## src/rtl/frogger_game_fsm.sv

```systemverilog
// Frogger game sequencer: owns game state, lives, score and level, and paces
// the death/goal pauses on VGA frame ticks.
module frogger_game_fsm #(
    parameter int unsigned c_INIT_LIVES      = 3,
    parameter int unsigned c_DEATH_FRAMES    = 60,
    parameter int unsigned c_GOAL_FRAMES     = 30,
    parameter int unsigned c_GOALS_PER_LEVEL = 5,
    parameter int unsigned c_MAX_LEVEL       = 7,
    parameter int unsigned c_MAX_SCORE       = 99,
    parameter int unsigned c_FLASH_FRAMES    = 8
) (
    input  logic       i_Clk,
    input  logic       i_Rst_L,
    input  logic       i_Game_Start,
    input  logic       i_Frame_Tick,
    input  logic       i_Collided,
    input  logic       i_Goal_Reached,
    output logic       o_Game_Active,
    output logic       o_Frog_Reset,
    output logic [2:0] o_Lives,
    output logic [6:0] o_Score,
    output logic [2:0] o_Level,
    output logic       o_Flash,
    output logic [2:0] o_State
);

    // state | meaning
    // IDLE  | power-up, waiting for start, play gated off
    // PLAY  | frog under player control
    // DEATH | death pause, frog sprite flashes
    // GOAL  | goal pause before respawn
    // OVER  | no lives left, waiting for start
    localparam logic [2:0] ST_IDLE  = 3'd0;
    localparam logic [2:0] ST_PLAY  = 3'd1;
    localparam logic [2:0] ST_DEATH = 3'd2;
    localparam logic [2:0] ST_GOAL  = 3'd3;
    localparam logic [2:0] ST_OVER  = 3'd4;

    localparam logic [2:0] LIVES_INIT = 3'(c_INIT_LIVES);
    localparam logic [7:0] DEATH_TC   = 8'(c_DEATH_FRAMES);
    localparam logic [7:0] GOAL_TC    = 8'(c_GOAL_FRAMES);
    localparam logic [3:0] GOALS_TC   = 4'(c_GOALS_PER_LEVEL);
    localparam logic [2:0] LEVEL_MAX  = 3'(c_MAX_LEVEL);
    localparam logic [6:0] SCORE_MAX  = 7'(c_MAX_SCORE);
    localparam logic [7:0] FLASH_TC   = 8'(c_FLASH_FRAMES);

    logic [2:0] state;
    logic [2:0] lives;
    logic [6:0] score;
    logic [2:0] level;
    logic [3:0] goal_cnt;
    logic [7:0] frame_cnt;
    logic [7:0] flash_cnt;
    logic [7:0] frame_nxt;
    logic [7:0] flash_nxt;
    logic       start_q, start_prev;
    logic       collide_q, collide_prev;
    logic       goal_q, goal_prev;
    logic       start_evt, collide_evt, goal_evt;

    // Edge regs run in every state, so a level held through a pause never re-fires.
    assign start_evt   = start_q & ~start_prev;
    assign collide_evt = collide_q & ~collide_prev;
    assign goal_evt    = goal_q & ~goal_prev;
    assign frame_nxt   = frame_cnt + 8'd1;
    assign flash_nxt   = flash_cnt + 8'd1;

    always_ff @(posedge i_Clk or negedge i_Rst_L) begin
        if (!i_Rst_L) begin
            state        <= ST_IDLE;
            lives        <= LIVES_INIT;
            score        <= 7'd0;
            level        <= 3'd1;
            goal_cnt     <= 4'd0;
            frame_cnt    <= 8'd0;
            flash_cnt    <= 8'd0;
            o_Flash      <= 1'b0;
            o_Frog_Reset <= 1'b0;
            start_q      <= 1'b0;
            start_prev   <= 1'b0;
            collide_q    <= 1'b0;
            collide_prev <= 1'b0;
            goal_q       <= 1'b0;
            goal_prev    <= 1'b0;
        end else begin
            start_q      <= i_Game_Start;
            start_prev   <= start_q;
            collide_q    <= i_Collided;
            collide_prev <= collide_q;
            goal_q       <= i_Goal_Reached;
            goal_prev    <= goal_q;
            o_Frog_Reset <= 1'b0;
            case (state)
                ST_IDLE, ST_OVER: begin
                    if (start_evt) begin
                        state        <= ST_PLAY;
                        lives        <= LIVES_INIT;
                        score        <= 7'd0;
                        level        <= 3'd1;
                        goal_cnt     <= 4'd0;
                        frame_cnt    <= 8'd0;
                        o_Frog_Reset <= 1'b1;
                    end
                end
                ST_PLAY: begin
                    if (collide_evt) begin
                        state     <= ST_DEATH;
                        frame_cnt <= 8'd0;
                        flash_cnt <= 8'd0;
                        o_Flash   <= 1'b1;
                        if (lives != 3'd0) begin
                            lives <= lives - 3'd1;
                        end
                    end else if (goal_evt) begin
                        state     <= ST_GOAL;
                        frame_cnt <= 8'd0;
                        if (score < SCORE_MAX) begin
                            score <= score + 7'd1;
                        end
                        if (goal_cnt + 4'd1 >= GOALS_TC) begin
                            goal_cnt <= 4'd0;
                            if (level < LEVEL_MAX) begin
                                level <= level + 3'd1;
                            end
                        end else begin
                            goal_cnt <= goal_cnt + 4'd1;
                        end
                    end
                end
                ST_DEATH: begin
                    if (i_Frame_Tick) begin
                        if (frame_nxt == DEATH_TC) begin
                            frame_cnt <= 8'd0;
                            flash_cnt <= 8'd0;
                            o_Flash   <= 1'b0;
                            if (lives == 3'd0) begin
                                state <= ST_OVER;
                            end else begin
                                state        <= ST_PLAY;
                                o_Frog_Reset <= 1'b1;
                            end
                        end else begin
                            frame_cnt <= frame_nxt;
                            if (flash_nxt == FLASH_TC) begin
                                flash_cnt <= 8'd0;
                                o_Flash   <= ~o_Flash;
                            end else begin
                                flash_cnt <= flash_nxt;
                            end
                        end
                    end
                end
                ST_GOAL: begin
                    if (i_Frame_Tick) begin
                        if (frame_nxt == GOAL_TC) begin
                            frame_cnt    <= 8'd0;
                            state        <= ST_PLAY;
                            o_Frog_Reset <= 1'b1;
                        end else begin
                            frame_cnt <= frame_nxt;
                        end
                    end
                end
                default: begin
                    state     <= ST_IDLE;
                    frame_cnt <= 8'd0;
                    o_Flash   <= 1'b0;
                end
            endcase
        end
    end

    assign o_Game_Active = (state == ST_PLAY);
    assign o_Lives       = lives;
    assign o_Score       = score;
    assign o_Level       = level;
    assign o_State       = state;

endmodule

```

## config.mk

```make
export PLATFORM = sky130hd
export DESIGN_NAME = frogger_game_fsm
export DESIGN_NICKNAME = d
export VERILOG_FILES = /design/src/rtl/frogger_game_fsm.sv
export SDC_FILE = /design/constraint.sdc
export NUM_CORES = 1
export LEC_CHECK = 0
export BUFFER_PORTS_ARGS = -buffer_cell sky130_fd_sc_hd__buf_2
export CAP_MARGIN = 15
export CORE_UTILIZATION = 59
export CTS_CLUSTER_DIAMETER = 80
export DETAILED_ROUTE_END_ITERATION = 12
export PLACE_DENSITY_LB_ADDON = 0.3
export SYNTH_ARGS = -nofsm -noshare
export SYNTH_HDL_FRONTEND = slang
export SYNTH_SLANG_ARGS = --single-unit
export TNS_END_PERCENT = 5
```

## constraint.sdc

```tcl
create_clock -name i_Clk -period 2.25 [get_ports i_Clk]
set_input_delay 0.225 -clock i_Clk [delete_from_list [all_inputs] [get_ports i_Clk]]
set_output_delay 0.225 -clock i_Clk [all_outputs]
set_load 0.05 [all_outputs]
```

; Yosys cells after proc, flatten, opt, wreduce, memory -nomap -nowiden
; Index checks and enable logic that the tools add are counted.
[word_totals]
in_bits = 6
mem_bits_ro = 0
output_inout_bits = 19
ramBits = 0
register_bits = 44
n_memories = 0
wordCells = 121
latch_bits = 0
[op_classes]
n_shift = 0
n_reduce_logical = 15
order_cmp = 3
n_addsub = 6
div_mod_pow = 0
mux = 53
n_eq_ne = 21
multipliers = 0
bitwise = 8
[ops]
columns = op, count
row1 = $mux W8, 11
row2 = $mux W3, 15
row3 = $pmux W8 S4, 1
row4 = $mux W7, 4
row5 = $add A8 B1 Y8 const B, 2
row6 = $mux W4, 4
row7 = $pmux W8 S2, 1
row8 = $reduce_and A4 Y1, 4
row9 = $pmux W7 S2, 1
row10 = $ne A2 B1 Y1 const B, 6
row11 = $ne A2 B2 Y1 const B, 6
row12 = $pmux W3 S2, 2
row13 = $pmux W3 S4, 1
row14 = $reduce_and A6 Y1, 2
row15 = $mux W1, 10
row16 = $eq A8 B4 Y1 const B, 1
row17 = $eq A8 B5 Y1 const B, 1
row18 = $eq A8 B6 Y1 const B, 1
row19 = $pmux W4 S2, 1
row20 = $add A7 B1 Y7 const B, 1
row21 = $lt A7 B7 Y1 const B, 1
row22 = $eq A3 B2 Y1 const B, 2
row23 = $logic_not A3 Y1, 2
row24 = $pmux W1 S3, 2
row25 = 17 further kinds, 24

; Depth between registers and ports, before layout
[logic_depth]
ltp_word = 6
mapped_depth = 8

; Least setup slack after synthesis
; OpenSTA, ideal clock, no wires.
[synth_timing]
path_type = reg2reg
from = reg state[2] (netlist: o_State[2])
to = reg level[1] (netlist: o_Level[1])
stages_incl_launch_ff = 8
arrival_ps = 2648
setup_ps = 121
slack_ps = -519
n_path_buf = 2
period_less_slack_ps = 2769
required_time_ps = 2129
cell_sequence = dfrtp_1 -> clkbuf_1 -> nor3b_2 -> nand3_1 -> buf_2 -> o21ai_1 -> nand2_1 -> a22o_1
[synth_via]
word_cells_on_any_way = 12
classes_between = 7 x eq/ne / 1 x mux / 4 x reduce/logical
[synth_rtl]
columns = item, line
row1 = from (decl), 47  ; logic [2:0] state;
row2 = from (signal assigned), 70  ; state <= ST_IDLE;
row3 = from (signal assigned), 96  ; state <= ST_PLAY;
row4 = from (signal assigned), 107  ; state <= ST_DEATH;
row5 = $eq A3 B1 Y1 *, -
row6 = net o_Game_Active, 18  ; output logic o_Game_Active,
row7 = $ne A2 B1 Y1 (no line) (tied with other cells), -
row8 = $reduce_and A6 Y1 (no line), -
row9 = to (signal assigned), 123  ; level <= level + 3'd1;
row10 = to (decl), 50  ; logic [2:0] level;
; Mark *: on every way through the listed nets, which the timed path passes. The rest lies on a longest branch.
; A chain may end at the register's enable or synchronous reset.

; Worst setup path after layout
[layout_timing]
from = reg frame_cnt[0]
to = reg frame_cnt[2]
[layout_via]
elab_chain_len = 5
word_cells_on_any_way = 8
classes_between = 1 x add/sub / 2 x eq/ne / 5 x mux
[layout_rtl]
columns = item, line
row1 = from (decl), 52  ; logic [7:0] frame_cnt;
row2 = from (signal assigned), 143  ; frame_cnt <= frame_nxt;
row3 = from (signal assigned), 160  ; frame_cnt <= frame_nxt;
row4 = $add A8 B1 Y8 *, 65  ; assign frame_nxt = frame_cnt + 8'd1;
row5 = $eq A8 B5 Y1 / $eq A8 B6 Y1 (equally long branches), "155, 132"
row6 = $mux W8 (on tied branches), "155, 132"
row7 = $mux W8 (on tied branches), "154, 131"
row8 = $pmux W8 S4 *, 93  ; case (state)
; Mark *: on every way between the ends. The rest lies on a longest branch, timed or not. The select of a mux whose other input is x is not followed.

==> flow_summary.toml <==
[finish]
drive_above_1_share_pct = 19.6
area_growth_pct = 13.9
final_nets = 317
layout_commonest_cell = "dfrtp_1"
diodes = 0
nFillCells = 305
final_cell_mix = "36 x dfrtp_1, 34 x nand2_1, 24 x buf_2"

[synthesis]
synth_edf_count = 0
async_flop_share_pct = 100
ys_ff_latch = 44
synth_top_area_share_pct = 40.5
yosys.area.top_type = "dfrtp_1"
netlist_area_um2 = 2530
synth_area_leaders = "dfrtp_1 41%, ha_1 5.4%, nand2_1 5.0%"
synthFlopType = "dfrtp_1"
syn_nets = 286
synth-warning-count = 0
synth_cell_type_count = 56
ys_seq_area_share_pct = 43.6
synth_area_per_cell_um2 = 9.41
syn_inst = 269

[pwr]
p_leak_nw = 1.33
ir_drop_uv = 659
powerDensity_nw_per_um2 = 1100
power_mw = 3.19

[sta]
whs_ns = 0.0288
finalSetupViolCount = 0
finClkSkew_ns = 0.0147
fmaxAchievable_ghz = 0.462
min_period_ns = 2.16
rsz0062_at_grt = "true"
drv_slew = 0
worst_pin_slew_ns = 0.521
finalCritPeriodShare_pct = 96.2
hold_violations = 0
slew-limit-headroom_pct = 65.3
layout_setup_ws_ns = 0.0854

[grt]
grt_pass1_vias = 1824
grt_max_degree = 24
grt_pass1_wl_um = 8420
gr-total-overflow = 0
grtUsageTotal_pct = 25.0
antenna_found_initial = 0

[floorplanning]
dieHeight_um = 67.5
fp.dieArea_um2 = 4560
start_util_pct = 62.4
row_count = 23
boundaryPins = 25
core_um2 = 4060
die_w_um = 67.5

[clocking]
clock_path_buffers = 2
clk_pin_slew_ns = 0.09
cts_root_buf = "clkbuf_8"
cts_tree = "yes"
clock-sinks = 44
cts_made_buffers = 5
insertion_delay_ns = 0.31
h-tree-depth = 2

[placement]
numPortBuffers = 24
post-dp-hpwl_um = 3640
pre_cts_ws_ns = 0.0630
place_congestion = 0.870

[job]
drv_cap = 0

[critical_path]
regToRegStartpoint = "frame_cnt[0]"
cp-startpoint = "frame_cnt[0]"
cp-end-kind = "flip-flop"
crit_required_ns = 2.48
reg2regPathDepth = 6
cp-start-kind = "flip-flop"
critPathArrivalTime_ns = 2.40
crit_type = "flip-flop to flip-flop"
cp_max_fo = 7
crit_end = "frame_cnt[2]"
reg2reg_setup_slack_ns = 0.09
rr_endpoint = "frame_cnt[2]"

[route]
drt_wl_total_um = 5010
first_pass_iters = 4
post_drt_via_cell_ratio = 5.93
drtIter0Drc = 80
ant_nets = 0
routedWlPerCell_um = 14.3
drc = 0
vias = 2081

[hold_path]
hp-class = "primary input to flip-flop"

[run_status]
outcome = "finished, final reports clean"
## layout make-up
| class | count | area, um2 | share of cell area [%] |
|---|---|---|---|
| multi-input cells | 207 | 1390 | 48.2 |
| clock inverters | 2 | 12.5 | 0.434 |
| flip-flops and latches | 44 | 1110 | 38.5 |
| inverters | 10 | 37.5 | 1.30 |
| clock buffers | 6 | 72.6 | 2.52 |
| well taps | 50 | 62.6 | 2.17 |
| repair buffers | 32 | 199 | 6.90 |
## cells by family (layout without fill, tap and decap cells)
kind of cell             after synthesis  in the layout  synth area share (%)
AO/OA/AOI/OAI                         66             66                  17.9
AND/OR/NAND/NOR                      117            117                  24.6
adder cells (fa/ha/maj)               11             11                  5.44
flip-flops                            44             44                  43.6
buffers and inverters                 18             50                  2.77
multiplexers                           3              3                  1.88
XOR/XNOR                              10             10                  3.76
## synth_stat cells, drive strengths merged, types with 2 or more instances
library cell,n
or3,5
o221ai,2
nand3,18
nor2,18
a21oi,11
nor3b,4
nand4,4
o21ai,19
a311oi,2
o21a,2
and3,5
dfrtp,41
nor3,3
o2bb2ai,2
a21o,5
and2,3
o211ai,3
nand2,34
ha,11
clkbuf,6
nand2b,12
o31ai,3
nor4b,2
a31o,2
inv,10
xnor2,4
dfstp,3
buf,2
xor2,6
a31oi,3
nor2b,6
## power breakdown
group / total [mW] / switching (mW) / internal [mW]
logic: 1.50 / 0.971 / 0.527
clock network: 0.494 / 0.277 / 0.217
registers: 1.19 / 0.214 / 0.980
## metal layers
metal  wire length, um  track usage (%)  part of all wire, %
met4                87             9.04                  1.7
met1              2490             35.5                   50
met3               153             5.07                  3.1
met2              2280             37.4                   45
met5                 0                0                    0
## stage by stage
step           area [um2]  utilization, %  std cells  setup TNS [ns]
3_5_place_dp         2770            68.2        342               0
3_3_place_gp         2770            68.2        342               0
6_report             2880            71.1        351               0
2_1_floorplan        2560               -        269          -0.675
5_1_grt              2880            71.1        351         -0.0175
4_1_cts              2860            70.6        351               0
## registers in the layout, indices dropped and copies added (netlist names)
| name | flops |
|---|---|
| o_Lives | 3 |
| collide_q | 1 |
| start_prev | 1 |
| goal_q | 1 |
| collide_prev | 1 |
| o_Score | 7 |
| o_Level | 3 |
| goal_cnt | 4 |
| o_Frog_Reset | 1 |
| o_Flash | 1 |
| flash_cnt | 8 |
| goal_prev | 1 |
| o_State | 3 |
| frame_cnt | 8 |
| start_q | 1 |
## what timing repair did
| action | in CTS | in global routing |
|---|---|---|
| gates resized for setup | 0 | 5 |
| buffers inserted | 0 | 0 |
| hold buffers | 1 | 0 |
| endpoints found under the hold margin | 21 | 0 |
| endpoints found under the setup margin | 0 | 9 |
## worst min path at each step
stage                         startpoint           end  slack (ns)  cells after the start
after CTS                     i_Collided     collide_q        0.02                      1
after global routing        i_Game_Start       start_q        0.02                      1
after detailed placement         i_Rst_L   goal_cnt[2]        0.24                      1
after global placement           i_Rst_L   goal_cnt[2]        0.23                      1
after floorplan                  i_Rst_L  collide_prev       -0.07                      0
final                     i_Goal_Reached        goal_q        0.03                      1
## worst max-delay path, cell delays in order (launching register included)
cell and delay, ns:
dfrtp_2 0.46, ha_1 0.30, nor2b_1 0.16, mux4_1 0.50, a21o_1 0.25, or3_1 0.32
o211ai_1 0.09
(Power assumes the default switching activity.)
